**src/rtl/outagu_nd_pkg.sv**
```systemverilog
// Shared constants for the strided N-level output address generator (outagu_nd).
// State encodings, default widths and the loop-depth ceiling.
package outagu_pkg;
  localparam logic [1:0] OAGU_IDLE    = 2'd0;
  localparam logic [1:0] OAGU_RUN     = 2'd1;
  localparam logic [1:0] OAGU_DONE    = 2'd2;
  localparam int         OAGU_BDBANKA = 15;
  localparam int         OAGU_BCNT    = 8;
  localparam int         NLOOPS_MAX   = 8;
endpackage

```
**src/rtl/outagu_nd_lvl.sv**
```systemverilog
// One loop level of outagu_nd: iteration counter plus latched length.
// o_wrap flags that this level sits on its final iteration.
module outagu_lvl
  import outagu_pkg::*;
#(
  parameter int BCNT = OAGU_BCNT
) (
  input  logic            clk,
  input  logic            rst,
  input  logic            i_load,
  input  logic [BCNT-1:0] i_len,
  input  logic            i_clr,
  input  logic            i_inc,
  output logic            o_wrap
);
  localparam logic [BCNT-1:0] ONE = BCNT'(1);

  logic [BCNT-1:0] r_len;
  logic [BCNT-1:0] r_cnt;
  logic [BCNT-1:0] w_len_eff;

  // Length is configuration only; it needs no reset because busy gates its use.
  always_ff @(posedge clk) begin
    if (i_load) r_len <= i_len;
  end

  always_ff @(posedge clk or posedge rst) begin
    if (rst)        r_cnt <= '0;
    else if (i_clr) r_cnt <= '0;
    else if (i_inc) r_cnt <= r_cnt + ONE;
  end

  // A zero length behaves as a single iteration.
  assign w_len_eff = (r_len == '0) ? ONE : r_len;
  assign o_wrap    = (r_cnt == (w_len_eff - ONE));
endmodule

```
**src/rtl/outagu_nd.sv**
```systemverilog
// Strided N-level output address generator for quantizer write-back.
// Optional ring-buffer addressing is enabled by defining OUTAGU_ND_WRAP_EN.
module outagu_nd
  import outagu_pkg::*;
#(
  parameter int BDBANKA = OAGU_BDBANKA,
  parameter int NLOOPS  = 3,
  parameter int BCNT    = OAGU_BCNT
) (
  input  logic                      clk,
  input  logic                      rst,
  input  logic                      load,
  input  logic                      step,
  input  logic [BDBANKA-1:0]        baseaddr,
  input  logic [NLOOPS*BCNT-1:0]    lengths,
  input  logic [NLOOPS*BDBANKA-1:0] strides,
  output logic [BDBANKA-1:0]        addrout,
  output logic                      busy,
  output logic                      last,
`ifdef OUTAGU_ND_WRAP_EN
  output logic                      done,
  input  logic [BDBANKA-1:0]        ringend
`else
  output logic                      done
`endif
);
  logic [1:0]                r_state;
  logic [BDBANKA-1:0]        r_addr;
  logic [NLOOPS*BDBANKA-1:0] r_strides;
  logic [NLOOPS-1:0]         w_wrap;
  logic [NLOOPS-1:0]         w_clr;
  logic [NLOOPS-1:0]         w_inc;
  logic [BDBANKA-1:0]        w_stride;
  logic [BDBANKA-1:0]        w_nxt;
  logic                      w_busy;
  logic                      w_last;
  logic                      w_adv;
  logic                      w_found;

  assign w_busy = (r_state == OAGU_RUN);
  assign w_last = w_busy & (&w_wrap);
  assign w_adv  = step & w_busy & ~load & ~w_last;

  always_ff @(posedge clk) begin
    if (load) r_strides <= strides;
  end

  for (genvar k = 0; k < NLOOPS; k++) begin : g_lvl
    outagu_lvl #(.BCNT(BCNT)) u_lvl (
      .clk    (clk),
      .rst    (rst),
      .i_load (load),
      .i_len  (lengths[k*BCNT +: BCNT]),
      .i_clr  (w_clr[k] | load),
      .i_inc  (w_inc[k]),
      .o_wrap (w_wrap[k])
    );
  end

  // Lowest level not on its last iteration takes the increment; all below it restart.
  always_comb begin
    w_clr    = '0;
    w_inc    = '0;
    w_stride = '0;
    w_found  = 1'b0;
    for (int k = 0; k < NLOOPS; k++) begin
      if (!w_found) begin
        if (!w_wrap[k]) begin
          w_found  = 1'b1;
          w_inc[k] = w_adv;
          w_stride = r_strides[k*BDBANKA +: BDBANKA];
        end else begin
          w_clr[k] = w_adv;
        end
      end
    end
  end

`ifdef OUTAGU_ND_WRAP_EN
  logic [BDBANKA-1:0] r_base;
  logic [BDBANKA-1:0] r_ringend;

  always_ff @(posedge clk) begin
    if (load) begin
      r_base    <= baseaddr;
      r_ringend <= ringend;
    end
  end

  // Sum kept one bit wider so crossing the ring end is detected before truncation.
  function automatic logic [BDBANKA-1:0] f_ring(input logic [BDBANKA-1:0] a,
                                                input logic [BDBANKA-1:0] s,
                                                input logic [BDBANKA-1:0] b,
                                                input logic [BDBANKA-1:0] e);
    logic [BDBANKA:0] sum;
    logic [BDBANKA:0] dif;
    sum = {1'b0, a} + {1'b0, s};
    dif = sum - {1'b0, e - b};
    if ((e > b) && (sum >= {1'b0, e})) f_ring = dif[BDBANKA-1:0];
    else                               f_ring = sum[BDBANKA-1:0];
  endfunction

  assign w_nxt = f_ring(r_addr, w_stride, r_base, r_ringend);
`else
  assign w_nxt = r_addr + w_stride;
`endif

  always_ff @(posedge clk or posedge rst) begin
    if (rst) begin
      r_state <= OAGU_IDLE;
      r_addr  <= '0;
    end else if (load) begin
      r_state <= OAGU_RUN;
      r_addr  <= baseaddr;
    end else if (w_busy && step) begin
      if (w_last) r_state <= OAGU_DONE;
      else        r_addr  <= w_nxt;
    end
  end

  assign addrout = r_addr;
  assign busy    = w_busy;
  assign last    = w_last;
  assign done    = (r_state == OAGU_DONE);
endmodule
```
**config.mk**
```make
export PLATFORM = sky130hd
export DESIGN_NAME = outagu_nd
export DESIGN_NICKNAME = d
export VERILOG_FILES = /design/src/rtl/outagu_nd_pkg.sv /design/src/rtl/outagu_nd_lvl.sv /design/src/rtl/outagu_nd.sv
export SDC_FILE = /design/constraint.sdc
export NUM_CORES = 1
export LEC_CHECK = 0
export CORE_MARGIN = 5
export CORE_UTILIZATION = 34
export DETAILED_ROUTE_END_ITERATION = 6
export GPL_ROUTABILITY_DRIVEN = 0
export GPL_TIMING_DRIVEN = 1
export SYNTH_ARGS = -nofsm -noshare
export SYNTH_HDL_FRONTEND = slang
export SYNTH_HIERARCHICAL = 1
export SYNTH_SLANG_ARGS = --single-unit
```
**constraint.sdc**
```tcl
create_clock -name clk -period 6.2 [get_ports clk]
set_clock_uncertainty 0.1 [all_clocks]
set_input_delay 1.24 -clock clk [delete_from_list [all_inputs] [get_ports clk]]
set_output_delay 1.24 -clock clk [all_outputs]
set_load 0.02 [all_outputs]
```
==> key figures <==
Floorplanning
  – I/O Pins: 106
  – Die area: 20030 um2
  – Die Y: approximately 140 um
  – # rows: 48
  – Initial Utilization: 0.3436
  – Core Region: 17120 um2
  – Die W: 141.5 um

STA
  – Final Hold Vio Count: 0
  – Slew headroom: 0.2607
  – Slew Viols, Final: 0
  – RSZ-0062 raised after global routing: false
  – Measured slew at the worst slew-check pin: 1.099 ns
  – Share of the cycle needed by the critical path after routing: 0.8394
  – F_max: ~0.19 GHz
  – Finish-stage setup viols: 0
  – Final min period: around 5.2 ns
  – Setup_tns: 0 ns

Layout
  – Final Non-Filler Cells: 859
  – Nets: 740
  – Number of fill cells: 1609
  – N_diodes: 0
  – Share of layout cells above drive strength 1: 0.06467
  – Design area: 7430 um2
  – Area Growth Syn to Fin: 26.31%

Drt
  – Top sig layer: met4
  – M1 WL: about 6000 um
  – Routed wl met3: a little over 500 um
  – Via count: 4251
  – Met2 routed WL: 6899 um
  – First-pass DRT Iterations: 4
  – Final WL: 13670 um
  – Via density: 4.949
  – Wire per inst: between 15 and 20 um
  – DRC: 0
  – Final ANT Viol Nets: 0
  – Starting DRC count in detailed routing: ~250

Setup path
  – Worst r2r dst: addrout[14]
  – CP endpoint: last
  – Startpoint types: flop
  – CP startpoint: g_lvl[0].u_lvl/r_len[3]
  – CP endpoint kind: output port
  – Worst endpoint required time: 4.86 ns
  – FF-to-FF setup slack: 1.21 ns
  – Critical Path AT: 3.86 ns
  – Setup CP Type: reg2out
  – CP max FO: 19
  – Register-to-Register Path Depth: 19
  – Reg-to-reg startpoint: g_lvl[2].u_lvl/r_len[3]

Yosys
  – Post-synthesis instance area: 5882 um2
  – Distinct cells, synth: 54
  – Post-synth top area share: 0.3523
  – Post-synth EDFFs: 69
  – Seq cells post-synth: 110
  – Seq/Total Area, Yosys: 0.5267
  – Number of warnings issued by yosys: 6
  – Top FF cell, synth: edfxtp_1
  – Syn_area_per_cell: 11.14 um2
  – Post-synthesis cell count: between 500 and 600
  – Leading area contributor after synthesis: edfxtp_1
  – Async SR Flop Fraction: 0.3727
  – Synth Net Count: 639
  – Synth top area cells: edfxtp_1 (35%), dfrtp_1 (17%), ha_1 (4.7%)

CTS
  – Clk_lat worst skew: 0.35 ns
  – CTS Buffer Depth: 2
  – CTS tree: built
  – Clk slew on worst S/H paths: roughly 0.07 ns
  – CTS Root Cell: clkbuf_16
  – Cts hold-fix bufs: 0
  – Postcts setup bufs: 0
  – Clock sinks: 110
  – CTS buffer count: 9
  – Post-cts resize count: 0
  – # H-tree levels: 3

Global routing
  – Largest net degree at the start of global routing: between 60 and 70
  – Overflow after GRT: 0
  – Initial antenna violation count: 0
  – Global-route wire length before repair: between 20000 and 25000 um
  – All-Layer GR Usage: 0.1410
  – Vias in the first global route: approximately 4.5k

Job
  – Max-cap violations: 0

Pwr
  – Total power: 1.872 mW
  – Power density over the cells: between 200 and 300 nW/um2
  – P_leak: about 2.9 nW
  – Max IR drop VDD: 147.5 uV

Min path
  – Min-delay worst type: reg2reg
  – Hold path startpoint: r_state[1]

Placement
  – Placed instance area: 7146 um2
  – Placed instance count: 843
  – Hpwl dp: 10470 um
  – Buffers on Ports: 105

Status
  – Outcome: finished, final reports clean
==> metal layers <==
layer,GRT usage,vias up
li1,-,2115
met1,0.1785,2024
met2,0.2391,98
met3,0.02460,14
met4,0.05707,0
met5,0,-
==> synth_stat cells, types with 4 or more instances <==
cell / n
edfxtp_1: 69
o2111ai_1: 4
nand2b_1: 9
and3_1: 7
xnor2_1: 26
nand4_1: 11
o211ai_1: 8
and2_1: 4
o21ai_0: 23
nor2b_1: 17
clkbuf_1: 9
nand2_1: 40
mux2i_1: 15
a21oi_1: 46
nor4_1: 7
a21o_1: 12
or3_1: 10
xor2_1: 22
nand3_1: 5
nor2_1: 45
ha_1: 22
inv_1: 15
dfrtp_1: 41
nor3_1: 7
buf_2: 5
==> registers in the layout (all words and copies together), names as in the netlist <==
register	count
r_state	2
g_lvl.u_lvl/r_len	24
addrout	15
g_lvl.u_lvl/r_cnt	24
r_strides	45
==> logic make-up after synthesis <==
group	after synthesis	share of synthesized area
compound gates	116	0.1257
flops	110	0.5267
buf+inv	35	0.02829
xor+xnor	51	0.07977
fa+ha+maj	23	0.05020
simple gates	176	0.1600
mux	17	0.02935
==> stage by stage <==
step / setup slack [ns] / utilization / hold WS, ns
floorplan: 1.587 / - / 0.4060
global placement: 1.329 / 0.4175 / 0.4704
detailed placement: 1.191 / 0.4175 / 0.4776
CTS: 0.9440 / 0.4341 / 0.4978
global route: 0.6916 / 0.4341 / 0.5134
finish: 0.9957 / 0.4341 / 0.4919
==> placed cells by master, fill, tap and decap left out, drive strengths merged, types with 9 or more instances in the layout <==
cell	count
mux2i	15
nor2b	17
or3	10
ha	22
nand2	40
nor4	10
dfrtp	41
nor2	46
nand2b	9
inv	16
a21oi	49
nand4	11
edfxtp	69
clkdlybuf4s50	104
clkbuf	13
a21o	13
xnor2	29
o21ai	23
xor2	22
nor3	10
==> final cells by class <==
cell class,count,area (um2),area share
well taps,225,281.5,0.03789
flip-flops and latches,110,3098,0.4170
multi-input cells,383,2624,0.3531
clock buffers,13,240.2,0.03233
repair buffers,110,1086,0.1462
inverters,15,56.30,0.007578
clock inverters,3,43.79,0.005894
==> worst min path at each step <==
stage,end,slack [ns],cells past startpoint
floorplan,r_state[1],0.41,2
global placement,g_lvl[0].u_lvl/r_cnt[6],0.47,2
detailed placement,r_state[1],0.48,2
CTS,g_lvl[1].u_lvl/r_cnt[6],0.50,2
global route,g_lvl[2].u_lvl/r_cnt[6],0.51,2
finish,r_state[1],0.49,2
==> where the power goes <==
part           total (mW)  switching [mW]  internal (mW)
combinational       0.413           0.207          0.207
clock               0.565           0.250          0.315
sequential          0.893          0.0504          0.843
==> critical path, stage by stage, from the launching register on <==
cell and delay (ns):
edfxtp_1 0.51, nor4_4 0.37, a21oi_2 0.14, ha_1 0.24
nand2b_1 0.11, nor4_1 0.06, xnor2_1 0.14, nand4_1 0.15
nor3_4 0.64, and3_2 0.40, and2_1 0.14, clkdlybuf4s50_1 0.60
(Power assumes the default switching activity.)
